==> config.mk <==
export PLATFORM = sky130hd
export DESIGN_NAME = univ_shift_reg
export DESIGN_NICKNAME = d
export VERILOG_FILES = /design/src/rtl/shr_pkg.sv /design/src/rtl/univ_shift_reg.sv
export SDC_FILE = /design/constraint.sdc
export NUM_CORES = 1
export LEC_CHECK = 0
export ABC_AREA = 1
export BUFFER_PORTS_ARGS = -buffer_cell sky130_fd_sc_hd__buf_4
export CORE_MARGIN = 3
export CORE_UTILIZATION = 44
export CTS_BUF_LIST = sky130_fd_sc_hd__clkbuf_8
export DETAILED_ROUTE_END_ITERATION = 7
export PLACE_DENSITY = 0.78
export SKIP_CTS_REPAIR_TIMING = 1
export SYNTH_ARGS = -nofsm -noshare
export SYNTH_HDL_FRONTEND = slang
export SYNTH_SLANG_ARGS = --single-unit
==> constraint.sdc <==
create_clock -name clock -period 1.1 [get_ports clock]
set_input_delay 0.11 -clock clock [delete_from_list [all_inputs] [get_ports clock]]
set_output_delay 0.11 -clock clock [all_outputs]
set_load 0.1 [all_outputs]
==> src/rtl/shr_pkg.sv <==
// Shared definitions for the universal shift register: mode encodings and
// serialiser state encoding.
package shr_pkg;

   localparam int unsigned MODE_W = 3;

   // Operation select, sampled when en=1 and the serialiser is idle
   localparam logic [MODE_W-1:0] MODE_HOLD = 3'b000;
   localparam logic [MODE_W-1:0] MODE_LOAD = 3'b001;
   localparam logic [MODE_W-1:0] MODE_SHL  = 3'b010;
   localparam logic [MODE_W-1:0] MODE_SHR  = 3'b011;
   localparam logic [MODE_W-1:0] MODE_ROL  = 3'b100;
   localparam logic [MODE_W-1:0] MODE_ROR  = 3'b101;
   localparam logic [MODE_W-1:0] MODE_SER  = 3'b110;
   localparam logic [MODE_W-1:0] MODE_RSVD = 3'b111;

   // One-bit encoding so busy is the state flop itself
   typedef enum logic {
      ST_IDLE = 1'b0,
      ST_SER  = 1'b1
   } shr_state_e;

endpackage : shr_pkg

==> src/rtl/univ_shift_reg.sv <==
// Universal WIDTH-bit shift register with hold/load/shift/rotate modes and an
// autonomous LSB-first serialiser.
// Ports:
//   clock   - rising-edge clock
//   reset   - synchronous active-high reset, overrides everything
//   en      - clock enable; freezes q, state and counter (done still clears)
//   mode    - operation select (shr_pkg MODE_*), honoured only while idle
//   d       - parallel load data
//   sil     - bit entering q[0] on shift-left
//   sir     - bit entering q[WIDTH-1] on shift-right and while serialising
//   q       - register contents
//   qbar    - ~q
//   ser_out - q[0]
//   busy    - serialiser active
//   done    - one-cycle pulse after the last serialised bit
module univ_shift_reg
   import shr_pkg::*;
#(
   parameter int unsigned      WIDTH     = 8,
   parameter logic [WIDTH-1:0] RESET_VAL = '0
) (
   input  logic              clock,
   input  logic              reset,
   input  logic              en,
   input  logic [2:0]        mode,
   input  logic [WIDTH-1:0]  d,
   input  logic              sil,
   input  logic              sir,
   output logic [WIDTH-1:0]  q,
   output logic [WIDTH-1:0]  qbar,
   output logic              ser_out,
   output logic              busy,
   output logic              done
);

   localparam int unsigned       CNT_W    = $clog2(WIDTH);
   localparam logic [CNT_W-1:0]  CNT_LAST = CNT_W'(WIDTH - 1);

   logic [WIDTH-1:0] q_q, q_d;
   logic [CNT_W-1:0] cnt_q, cnt_d;
   shr_state_e       state_q, state_d;
   logic             done_q, done_d;

   // Next-state logic for register, FSM, bit counter and done pulse
   always_comb begin
      q_d     = q_q;
      cnt_d   = cnt_q;
      state_d = state_q;
      done_d  = 1'b0;
      if (en) begin
         case (state_q)
            ST_IDLE: begin
               case (mode)
                  MODE_LOAD: q_d = d;
                  MODE_SHL:  q_d = {q_q[WIDTH-2:0], sil};
                  MODE_SHR:  q_d = {sir, q_q[WIDTH-1:1]};
                  MODE_ROL:  q_d = {q_q[WIDTH-2:0], q_q[WIDTH-1]};
                  MODE_ROR:  q_d = {q_q[0], q_q[WIDTH-1:1]};
                  MODE_SER: begin
                     q_d     = d;
                     cnt_d   = '0;
                     state_d = ST_SER;
                  end
                  default:   q_d = q_q;
               endcase
            end
            ST_SER: begin
               q_d   = {sir, q_q[WIDTH-1:1]};
               cnt_d = cnt_q + CNT_W'(1);
               // Last bit leaves on this edge; explicit clear covers non-power-of-2 widths
               if (cnt_q == CNT_LAST) begin
                  cnt_d   = '0;
                  state_d = ST_IDLE;
                  done_d  = 1'b1;
               end
            end
            default: state_d = ST_IDLE;
         endcase
      end
   end

   // State registers
   always_ff @(posedge clock) begin
      if (reset) begin
         q_q     <= RESET_VAL;
         cnt_q   <= '0;
         state_q <= ST_IDLE;
         done_q  <= 1'b0;
      end else begin
         q_q     <= q_d;
         cnt_q   <= cnt_d;
         state_q <= state_d;
         done_q  <= done_d;
      end
   end

   assign q       = q_q;
   assign qbar    = ~q_q;
   assign ser_out = q_q[0];
   assign busy    = (state_q == ST_SER);
   assign done    = done_q;

endmodule : univ_shift_reg

# After elaboration in Yosys (flattened, before gate mapping)
# Cells that the tools add are included.
# Widths: inputs -> output; s select.
[word_totals]
inputBits = 16
register_bits = 13
elab_cells = 30
[op_classes]
mux = 9
reduce_logical = 4
bitwise_logic = 3
add_sub_neg = 1
eq_ne = 9
[op_table]
columns = ["op", "n"]
rows = [
  ["$pmux 8 s5", 1],
  ["$pmux 8 s2", 1],
  ["$eq 3x3->1 const B", 4],
  ["$not 8->8", 1],
  ["$eq 3x2->1 const B", 2],
  ["$mux 3", 2],
  ["$ne 6x2->1 const B", 1],
  ["$pmux 3 s2", 1],
  ["$reduce_and 2->1", 2],
  ["$add 3x1->3 const B", 1],
  ["$eq 3x1->1 const B", 1],
  ["$mux 1", 3],
  ["$reduce_or 3->1", 1],
  ["$ne 2x1->1 const B", 1],
  ["$not 1->1", 2],
  ["$pmux 1 s2", 1],
  ["$reduce_or 2->1", 1],
]

# Depth between registers and ports, before layout
# Gate-level depths: netlist of the first run.
[depth]
ltp_word = 4
ltp_mapped = 9
depth_no_buf = 8

# Least setup slack after synthesis of the first run
# No wires, ideal clock.
[synth_timing]
kind = "register to register"
start = "reg q_q[0] (netlist: q[0])"
end = "reg q_q[7] (netlist: q[7])"
arrival_ns = 2.262
n_path_buf = 0
required_time_ns = 1.030
path_stages_with_launch = 7
slack_ns = -1.232
path_cell_list = "dfxtp_1 -> inv_1 -> o21ai_0 -> nor2_1 -> nand2_1 -> nand2_1 -> a21oi_1"
[synth_between]
elab_chain_cells = 2
[synth_rtl]
columns = ["element", "line_no", "rtl"]
rows = [
  ["from (decl)", "univ_shift_reg.sv:39", "logic [WIDTH-1:0] q_q, q_d;"],
  ["from (signal assigned)", "univ_shift_reg.sv:90", "q_q <= q_d;"],
  ["$pmux 8 s5", "univ_shift_reg.sv:53", "case (mode)"],
  ["$pmux 8 s2", "univ_shift_reg.sv:51", "case (state_q)"],
]
# Every way passes these cells.
# A chain may end at the register's enable or synchronous reset.

# Worst setup path after layout of the first run
[layout_timing]
start = "reg cnt_q[0]"
end = "reg cnt_q[0]"
[layout_between]
elab_chain_cells = 3
[layout_rtl]
columns = ["element", "line_no", "rtl"]
rows = [
  ["from (decl)", "univ_shift_reg.sv:40", "logic [CNT_W-1:0] cnt_q, cnt_d;"],
  ["from (signal assigned)", "univ_shift_reg.sv:91", "cnt_q <= cnt_d;"],
  ["$add 3x1->3 or $eq 3x3->1 (tied branches)", "univ_shift_reg.sv:69, univ_shift_reg.sv:71", ""],
  ["$mux 3 *", "univ_shift_reg.sv:71", "if (cnt_q == CNT_LAST) begin"],
  ["$pmux 3 s2 *", "univ_shift_reg.sv:51", ""],
]
# Every way passes the cells marked *; elsewhere a longest branch is shown, timed or not.

==> results of run 1 <==
Yosys cell counts (2+ instances only):
master / instances
a21oi_1: 21
buf_6: 2
dfxtp_1: 13
ha_1: 2
inv_1: 15
inv_2: 2
nand2_1: 42
nand2_2: 4
nand3_1: 8
nor2_1: 7
nor2_2: 2
o21ai_0: 9
worst max path at each step:
stage,endpoint,slack [ns]
6_report,cnt_q[0],0.02
5_1_grt,cnt_q[0],-0.02
4_1_cts,q[6],-0.02
3_5_place_dp,q[7],-0.03
3_3_place_gp,q[3],0.02
2_1_floorplan,q[7],-0.53
logic make-up after synthesis:
kind of cell / count (synthesis) / share of synthesized area, %
fa+ha+maj: 2 / 3.07
compound gates: 32 / 20.0
flops: 13 / 32.0
simple gates: 64 / 32.9
buf+inv: 21 / 12.1
per-stage QoR:
| stage | hold slack (ns) | total power, mW | util, % |
|---|---|---|---|
| global route | 0.0811 | 1.77 | 76.9 |
| CTS | 0.0779 | 1.69 | 75.6 |
| detailed placement | 0.331 | 1.27 | 72.8 |
| finish | 0.0822 | 1.69 | 76.9 |
| global placement | 0.325 | 1.26 | 72.8 |
| floorplan | 0.169 | 1.10 | - |
final cells by class:
cell class              instances  area, µm²
multi-input cells              98        497
fillers                       133        377
flip-flops and latches         13        295
repair buffers                 38        289
inverters                      17       96.3
clock buffers                   3       41.3
well taps                      24       30.0
clock inverters                 1       3.75
routing by layer:
layer,track usage (%),wire length [µm],vias to the layer above
li1,-,-,497
met1,24.1,995,441
met2,37.1,1190,32
met3,2.75,114,2
met4,4.27,14,0
met5,0,0,-
power by group through the flow:
stage | registers [mW] | clock network (mW) | logic, mW
after detailed placement | 0.554 | 0 | 0.717
after floorplan | 0.731 | 0 | 0.370
after global placement | 0.553 | 0 | 0.709
final | 0.544 | 0.422 | 0.727
after global routing | 0.550 | 0.451 | 0.770
after CTS | 0.544 | 0.422 | 0.719
worst register-to-register path: stages, from the launching register on:
cell and delay (ns):
dfxtp_2 0.32, ha_1 0.19, ha_1 0.19, nor2_1 0.10
o21ai_0 0.08, a21oi_1 0.12
registers in the layout (all words and copies together) (netlist names):
signal and flops:
done 1, q 8, busy 1, cnt_q 3
==> results.md, run 1 <==
- Die H: slightly below 50 µm
- Crit path launch: cnt_q[0]
- Leakage: 0.609 nW
- Root Driver: clkbuf_8
- Max Clock Freq: between 900 and 1000 MHz
- Maximum VDD drop: 1.21 mV
- Power Internal: 0.921 mW
- Area leader, netlist: dfxtp_1
- DP Area: 0.00119 mm²
- Hold Path Depth: 2
- Worst path arrival time: 1.25 ns
- Vias in the first global route: 922
- Synth warnings: 0
- Min-Delay Startpoint: reset
- Flop-to-flop setup slack: 0.02 ns
- Commonest non-fill, non-tap cells in the layout: nand2_1, buf_4, a21oi_1, dfxtp_4, clkinvlp_4
- Crit Path Class: reg2reg
- IO Port Bufs: 34
- Post-detail-place hpwl: 1810 µm
- # placed instances: between 150 and 200
- Mapped cell area: 815 µm²
- Net Sw Power: approximately 0.77 mW
- H-tree depth: 1
- Final GP Congestion: about 0.81
- Setup TNS Final: 0 ns
- CTS buffer count: 3
- Synth top area cells: dfxtp_1, nand2_1, a21oi_1
- Design area: about 0.0013 mm²
- Worst stage delay on the critical path: approximately 0.32 ns
- Io pins: 35
- Final std cells w/o fill: 194
- Synth top area share: 32.0%
- DR DRC count: 0
- Wire per inst: 11.9 µm
- Post-synthesis cell count: 132
- Crit path top cell by count: ha_1
- Die area: 0.00240 mm²
- Largest net degree at the start of global routing: 9
- Cell Chain, Critical Path: ha_1 > ha_1 > nor2_1 > o21ai_0 > a21oi_1
- Net Sw Frac: 45.6%
- Hold Path Class: in2reg
- Layout cell share with drive strength beyond 1: 45.3%
- Final setup vio count: 0
- Netlist cell types: 17
- Most common cell after layout, fill and taps aside: nand2_1
- CP Depth: 5
- Final Critical Period: about 1.1 ns
- Worst r2r path cells: 5
- Initial DRC count: 31
- Final WS setup: roughly 0.021 ns
- Syn nets: 150
- RSZ-0062 raised after global routing: true
- Syn_area_per_cell: 6.17 µm²
- Top FF cell, synth: dfxtp_1
- Antenna violations before repair: 0
- Reg-to-Reg Start: cnt_q[0]
- Reg power frac: 32.1%
- Comb power frac: 42.9%
- Final max-slew violation count: 0
- Clk sink count: 13
- Hold Path End: q[0]
- Slowest CP cell: dfxtp_2
- Slew @ Worst Pin: between 0.2 and 0.3 ns
- Layout area overhead: 53.8%
- Setup Slack @ Placement: -0.0282 ns
- Required time worst endpoint: 1.27 ns
- Nets@finish: 189
- Worst skew pair latency: 0.24 ns
- Endpoint class of the critical path: flip-flop
- DIE WIDTH: 49.0 µm
- Status: finished, final reports clean
- R2R Path End: cnt_q[0]
- Pre-antenna DRT Iters: 4
- First-pass GRT wire length: 3870 µm
- Std cell rows: 14
- Period utilisation layout: 98.0%
- Gr usage total: between 10% and 20%
- PD cells: 1350 mW/mm²
- CTS tree: built
- Post-DRT Antenna Nets: 0
- Crit path launch type: flip-flop
- Clock slew seen by the registers of the worst setup and hold paths: 0.06 ns
- FF+latch count, synth: 13
- WP buf/inv: 0
- Maxcap violations: 0
- Register area share after synthesis: a little under a third
- Fin Clk Skew: 0.00163 ns
- CP max FO: 3
- Placeable Area: roughly 0.0016 mm²
- DR vias/cell: 5.01
- Initial Util: 50.0%
- DR vias: ~970
- Gr ovfl total: 0
- Clk buf depth: 2
- Fin. Hold Viols: 0
- Number of flops mapped to enable cells by yosys: 0
- Async set-reset flop share out of synthesis: 0%
- DRT Wirelength: 2310 µm
- Worst path top cell family by delay: adder cells
- Clk pwr share: 24.9%
- Worst rel slew slack: between 80% and 90%
- # diodes: 0
No activity file was read; power rests on OpenSTA's default activity.
==> inputs of run 2 (changes only) <==
--- a/config.mk
+++ b/config.mk
@@ -5,10 +5,9 @@
 export SDC_FILE = /design/constraint.sdc
 export NUM_CORES = 1
 export LEC_CHECK = 0
-export ABC_AREA = 1
 export BUFFER_PORTS_ARGS = -buffer_cell sky130_fd_sc_hd__buf_4
 export CORE_MARGIN = 3
-export CORE_UTILIZATION = 44
+export CORE_UTILIZATION = 45
 export CTS_BUF_LIST = sky130_fd_sc_hd__clkbuf_8
 export DETAILED_ROUTE_END_ITERATION = 7
 export PLACE_DENSITY = 0.78
==> run 2 against run 1 <==
Effect of this change:
- the run now ends with negative setup slack left
- final area grew 24%
- total power grew 12%
- core utilization grew 10 points
- clock power grew 6.6%
- via count grew 22%
- largest cell class unchanged
- largest power group unchanged
==> results.md, run 2 <==
- Largest net degree at the start of global routing: 15 (+6)
- DR vias: 1,184 (+22%)
- Synth warnings: 0 (unchanged)
- Reg-to-Reg Start: busy
- Netlist cell types: 34 (+17)
- Flop-to-flop setup slack: -0.30 ns (-0.33 ns)
- DIE WIDTH: 50.2 µm (+2.4%)
- DRT Wirelength: 4100 µm (+77%)
- RSZ-0062 raised after global routing: true
- Top FF cell, synth: dfxtp_1
- Clk sink count: 13 (unchanged)
- Slew @ Worst Pin: 0.520 ns (+0.236 ns)
- Initial Util: 49.3% (-0.67 points)
- Synth top area cells: dfxtp_1, a311oi_2, a32oi_1
- Required time worst endpoint: 1.29 ns (+0.02 ns)
- Fin Clk Skew: 0.00487 ns (+0.00325 ns)
- Placeable Area: 0.00178 mm² (+9.4%)
- First-pass GRT wire length: 4320 µm (+12%)
- Synth top area share: 29.6% (-2.4 points)
- Period utilisation layout: 128% (+30 points)
- Clock slew seen by the registers of the worst setup and hold paths: 0.06 ns (about the same)
- IO Port Bufs: 34 (unchanged)
- Root Driver: clkbuf_8
- Syn nets: 124 (-17%)
- Syn_area_per_cell: 8.30 µm² (+34%)
- CTS tree: built
- CP endpoint: q[7]
- Final Critical Period: 1.40 ns (+0.326 ns)
- Leakage: 0.632 nW (+3.8%)
- Final max-slew violation count: 0 (unchanged)
- CTS buffer count: 3 (unchanged)
- Die area: 0.00252 mm² (+4.9%)
- Io pins: 35 (unchanged)
- Layout area overhead: 76.1%
- Worst path arrival time: 1.60 ns (+0.35 ns)
- Setup TNS Final: -2.28 ns (-2.28 ns)
- Wire per inst: 22.3 µm (+87%)
- Status: complete, but fails checks
- Worst r2r path cells: 5 (unchanged)
- Post-synth top cells: nor2_1, dfxtp_1, inv_1
- DR vias/cell: 6.43 (+28%)
- Register area share after synthesis: 29.6% (-2.4 points)
- Pre-antenna DRT Iters: 5 (+1)
- Gr usage total: 22.5% (+2.5 points)
- Final setup vio count: 13 (+13)
- Most common cell after layout, fill and taps aside: buf_4
- Die H: 50.2 µm (+2.4%)
- Commonest non-fill, non-tap cells in the layout: buf_4, nor2_1, clkinvlp_4, dfxtp_4, buf_6
- Worst rel slew slack: 65.1% (-16 points)
- Vias in the first global route: 932 (+1.1%)
- Mapped cell area: 880 µm² (+8.0%)
- Nets@finish: 178 (-5.8%)
- Top-count cell post-synth: nor2_1
- Maximum VDD drop: 1.21 mV (about the same)
- Post-DRT Antenna Nets: 0 (unchanged)
- Endpoint class of the critical path: flip-flop
- Hold Path Class: in2reg
- Layout cell share with drive strength beyond 1: 62.9% (+18 points)
- Async set-reset flop share out of synthesis: 0% (unchanged)
- Antenna violations before repair: 0 (unchanged)
- FF+latch count, synth: 13 (unchanged)
- CP max FO: 7 (+4)
- Initial DRC count: 103 (+230%)
- Gr ovfl total: 0 (unchanged)
- Failing checks: negative setup slack
- PD cells: 1220 mW/mm² (-9.4%)
- Post-synthesis cell count: 106 (-20%)
- Final WS setup: -0.304 ns (-0.326 ns)
- Crit path launch: busy
- Post-detail-place hpwl: 2060 µm (+14%)
- Crit Path Class: reg2reg
- Final GP Congestion: 0.835 (+2.7%)
- Fin. Hold Viols: 0 (unchanged)
- H-tree depth: 1 (unchanged)
- Design area: 0.00155 mm² (+24%)
- DR DRC count: 0 (unchanged)
- Max reg flops: 8 (unchanged)
- Area leader, netlist: dfxtp_1
- Max Clock Freq: 712 MHz (-23%)
- Std cell rows: 15 (+1)
- DP Area: 0.00132 mm² (+11%)
- R2R Path End: q[7]
- Maxcap violations: 0 (unchanged)
- Clk buf depth: 2 (unchanged)
- Worst skew pair latency: 0.25 ns (about the same)
- # diodes: 0 (unchanged)
- Number of flops mapped to enable cells by yosys: 0 (unchanged)
- Crit path launch type: flip-flop
- Filler cells: 102 (-23%)
run 2: cell types whose count changed in the layout (fill, tap and decap cells not counted), sizes merged, moves of 4 or more:
cell / before / now
nand2: 46 / 8
buf: 38 / 56
a21oi: 21 / 6
o21ai: 10 / 1
a311oi: 0 / 8
inv: 10 / 2
a32oi: 0 / 7
nor2: 9 / 15
nand3: 8 / 4
run 2: critical path, stage by stage (launching register included):
cell and delay [ns]:
dfxtp_4 0.35, buf_6 0.12, nand4b_1 0.30, and3_4 0.28, nor3_1 0.17, a31o_2 0.13
run 2: cells by family (layout without fill, tap and decap cells):
kind of cell	after synthesis	in the layout	share of synthesized area (%)
AO/OA/AOI/OAI	29	29	29.2
multiplexers	2	2	2.28
XOR/XNOR	2	2	1.99
flip-flops	13	13	29.6
adder cells (fa/ha/maj)	2	2	2.84
buffers and inverters	19	71	10.7
AND/OR/NAND/NOR	39	40	23.5
run 2: per-layer routing:
layer	track usage (%)	up-vias	share of wire, %
li1	-	500	-
met3	3.56	29	11
met1	30.0	544	36
met4	10.6	0	5.9
met2	35.0	111	48
met5	0	-	0
run 2: where the power goes:
part	total [mW]	internal, mW	switching [mW]	leakage, nW
clock network	0.450	0.251	0.199	0.0255
registers	0.539	0.495	0.0437	0.113
logic	0.908	0.287	0.621	0.493
run 2: worst min path at each step:
stage | to | cells after the start | from | slack (ns)
2_1_floorplan | q[4] | 1 | reset | 0.17
3_3_place_gp | busy | 2 | en | 0.37
3_5_place_dp | busy | 2 | en | 0.38
4_1_cts | busy | 2 | en | 0.12
5_1_grt | q[2] | 2 | reset | 0.17
6_report | q[6] | 2 | reset | 0.16
run 2: per-stage QoR:
| step | std cells | total power, mW | util, % | hold WS [ns] | setup WS [ns] |
|---|---|---|---|---|---|
| global route | 184 | 1.95 | 86.9 | 0.166 | -0.351 |
| detailed placement | 175 | 1.33 | 73.9 | 0.377 | -0.235 |
| floorplan | 106 | 1.12 | - | 0.169 | -0.578 |
| finish | 184 | 1.90 | 86.9 | 0.156 | -0.304 |
| global placement | 175 | 1.32 | 73.9 | 0.370 | -0.226 |
| CTS | 179 | 1.76 | 76.5 | 0.115 | -0.245 |
run 2: layout make-up:
type	instances	area (µm²)	share of cell area [%]
clock buffer	3	41.3	2.67
sequential	13	297	19.1
timing repair buffer	56	492	31.7
tap	25	31.3	2.02
clock inverter	1	5.00	0.323
inverter	11	75.1	4.85
multi-input combinational	75	608	39.3
==> inputs of run 3 (changes only) <==
--- a/config.mk
+++ b/config.mk
@@ -9,7 +9,9 @@
 export CORE_MARGIN = 3
 export CORE_UTILIZATION = 45
 export CTS_BUF_LIST = sky130_fd_sc_hd__clkbuf_8
+export CTS_CLUSTER_SIZE = 24
 export DETAILED_ROUTE_END_ITERATION = 7
+export GPL_TIMING_DRIVEN = 0
 export PLACE_DENSITY = 0.78
 export SKIP_CTS_REPAIR_TIMING = 1
 export SYNTH_ARGS = -nofsm -noshare
==> run 3 against run 2 <==
Effect of this change:
- worst setup slack worse by 0.055 ns
- sequential power about the same
- the flow still finishes with violations (negative setup slack)
- worst hold slack got worse by 0.10 ns
- routed wire length shrank 36%
- clock-buffer cell count is the same
- largest cell class unchanged
- final area down 10%
- critical path depth down 1
==> results.md, run 3 (same netlist as run 2, synthesis figures left out) <==
- Status: complete, but fails checks
- Failing checks: negative setup slack
- Io pins: 35 (unchanged)
- Max Clock Freq: 685 MHz (-3.8%)
- Post-detail-place hpwl: 1820 µm (-12%)
- Fin. Hold Viols: 0 (unchanged)
- Crit path launch type: flip-flop
- Comb power frac: 44.9% (-3.0 points)
- Worst path top cell family by delay: simple AND/OR/NAND/NOR gates
- DR DRC count: 0 (unchanged)
- Commonest non-fill, non-tap cells in the layout: buf_4, nor2_1, dfxtp_4, clkinvlp_4
- Final max-slew violation count: 0 (unchanged)
- Final WS setup: -0.359 ns (-0.0553 ns)
- Final std cells w/o fill: 173 (-6.0%)
- Worst r2r path cells: 4 (-1)
- Gr usage total: 20.9% (-1.5 points)
- # diodes: 0 (unchanged)
- Busiest grt layer: met2
- Layout cell share with drive strength beyond 1: 56.8% (-6.1 points)
- CTS tree: built
- Root Driver: clkbuf_8
- Power Internal: 0.975 mW (-5.6%)
- Std cell rows: 15 (unchanged)
- Antenna violations before repair: 0 (unchanged)
- Final setup vio count: 8 (-5)
- Maximum VDD drop: 1.00 mV (-17%)
- DP Area: 0.00124 mm² (-5.5%)
- Met3 GRT Util: 4.75% (+1.2 points)
- Worst path arrival time: 1.61 ns (about the same)
- Initial Util: 49.3% (unchanged)
- Net Sw Frac: 44.6% (-0.91 points)
- CP max FO: 5 (-2)
- Die H: 50.2 µm (unchanged)
- Worst stage delay on the critical path: 0.42 ns (+0.07 ns)
- Layout area overhead: 57.8%
- PD cells: 1270 mW/mm² (+3.7%)
- Required time worst endpoint: 1.25 ns (-0.04 ns)
- Clk pwr share: 24.4% (+0.7 points)
- Clk buf depth: 2 (unchanged)
- Final GP Congestion: 0.803 (-3.8%)
- Clk sink count: 13 (unchanged)
- Largest net degree at the start of global routing: 11 (-4)
- First-pass GRT wire length: 4140 µm (-4.1%)
- IO Port Bufs: 34 (unchanged)
- Vias in the first global route: 958 (+2.8%)
- Setup TNS Final: -2.45 ns (-0.174 ns)
- Net Sw Power: 0.787 mW (-9.0%)
- Hold Path Depth: 2 (unchanged)
- Final total power: 1.76 mW (-7.1%)
- Hold Path Class: in2reg
- Gr ovfl total: 0 (unchanged)
- Slew @ Worst Pin: 0.576 ns (+0.0565 ns)
- DIE WIDTH: 50.2 µm (unchanged)
- RSZ-0062 raised after global routing: true
- CTS buffer count: 3 (unchanged)
- Reg power frac: 30.7% (+2.3 points)
- Post-DRT Antenna Nets: 0 (unchanged)
- CP Depth: 4 (-1)
- Most common cell after layout, fill and taps aside: buf_4
- Maxcap violations: 0 (unchanged)
- Final Critical Period: 1.46 ns (+0.0553 ns)
- Pre-antenna DRT Iters: 4 (-1)
- Design area: 0.00139 mm² (-10%)
- Cell Chain, Critical Path: or4_4 > and3_4 > buf_8 > a311oi_2
- Leakage: 0.557 nW (-12%)
- WP buf/inv: 1 (unchanged)
- DR vias: 994 (-16%)
- # placed instances: 165 (-5.7%)
- Die area: 0.00252 mm² (unchanged)
- H-tree depth: 1 (unchanged)
- Period utilisation layout: 133% (+5.0 points)
- Initial DRC count: 32 (-69%)
- Grt met2 use: 34.3% (-0.65 points)
- Met1 GRT Util: 26.4% (-3.6 points)
- DR vias/cell: 5.75 (-11%)
- Clock slew seen by the registers of the worst setup and hold paths: 0.06 ns (about the same)
- DRT Wirelength: 2610 µm (-36%)
- Slowest CP cell: or4_4
- Worst rel slew slack: 61.3% (-3.8 points)
- Setup Slack @ Placement: -0.443 ns (-0.209 ns)
- Max reg flops: 8 (unchanged)
- Wire per inst: 15.1 µm (-32%)
- Worst skew pair latency: 0.24 ns (about the same)
- Nets@finish: 167 (-6.2%)
- Crit Path Class: reg2reg
- Fin Clk Skew: 0.00501 ns (+0.000143 ns)
- Endpoint class of the critical path: flip-flop
- Placeable Area: 0.00178 mm² (unchanged)
[run 3: cell types whose count changed in the layout (fill, tap and decap cells not counted), sizes merged]
cell      before  now
clkbuf         3    5
inv            2    3
and3           2    1
buf           56   44
clkinvlp       9    8
[run 3: worst reg2reg max path: stages, from the launching register on]
cell      delay [ns]
dfxtp_4         0.35
or4_4           0.42
and3_4          0.20
buf_8           0.14
a311oi_2        0.26
[run 3: metal layers]
layer | vias up | part of all wire [%]
li1 | 485 | -
met1 | 468 | 46
met2 | 39 | 47
met3 | 2 | 6.1
met4 | 0 | 0.65
met5 | - | 0
[run 3: final cells by class]
cell class / instances / area (µm²)
fill: 120 / 395
sequential: 13 / 297
multi-input combinational: 74 / 572
clock buffer: 3 / 41.3
timing repair buffer: 39 / 314
tap: 25 / 31.3
inverter: 11 / 71.3
buffer: 7 / 56.3
clock inverter: 1 / 5.00
[run 3: path summary, 6_finish.rpt]
kind,startpoint,slack (ns),end
max,busy,-0.36,q[5]
min,reset,0.05,q[4]
max reg2reg,busy,-0.36,q[5]
min reg2reg,cnt_q[1],0.49,cnt_q[1]
[run 3: power by group through the flow]
stage                     clock [mW]  combinational, mW  sequential (mW)
final                          0.431              0.791            0.540
after detailed placement           0              0.748            0.547
after global routing           0.469              0.822            0.546
after CTS                      0.432              0.750            0.537
after global placement             0              0.742            0.547
after floorplan                    0              0.395            0.725
[run 3: through the flow]
stage / utilization (%) / hold slack [ns]
global placement: 69.8 / 0.313
global route: 77.8 / 0.0554
floorplan: - / 0.169
finish: 77.8 / 0.0532
detailed placement: 69.8 / 0.309
CTS: 72.4 / 0.0566
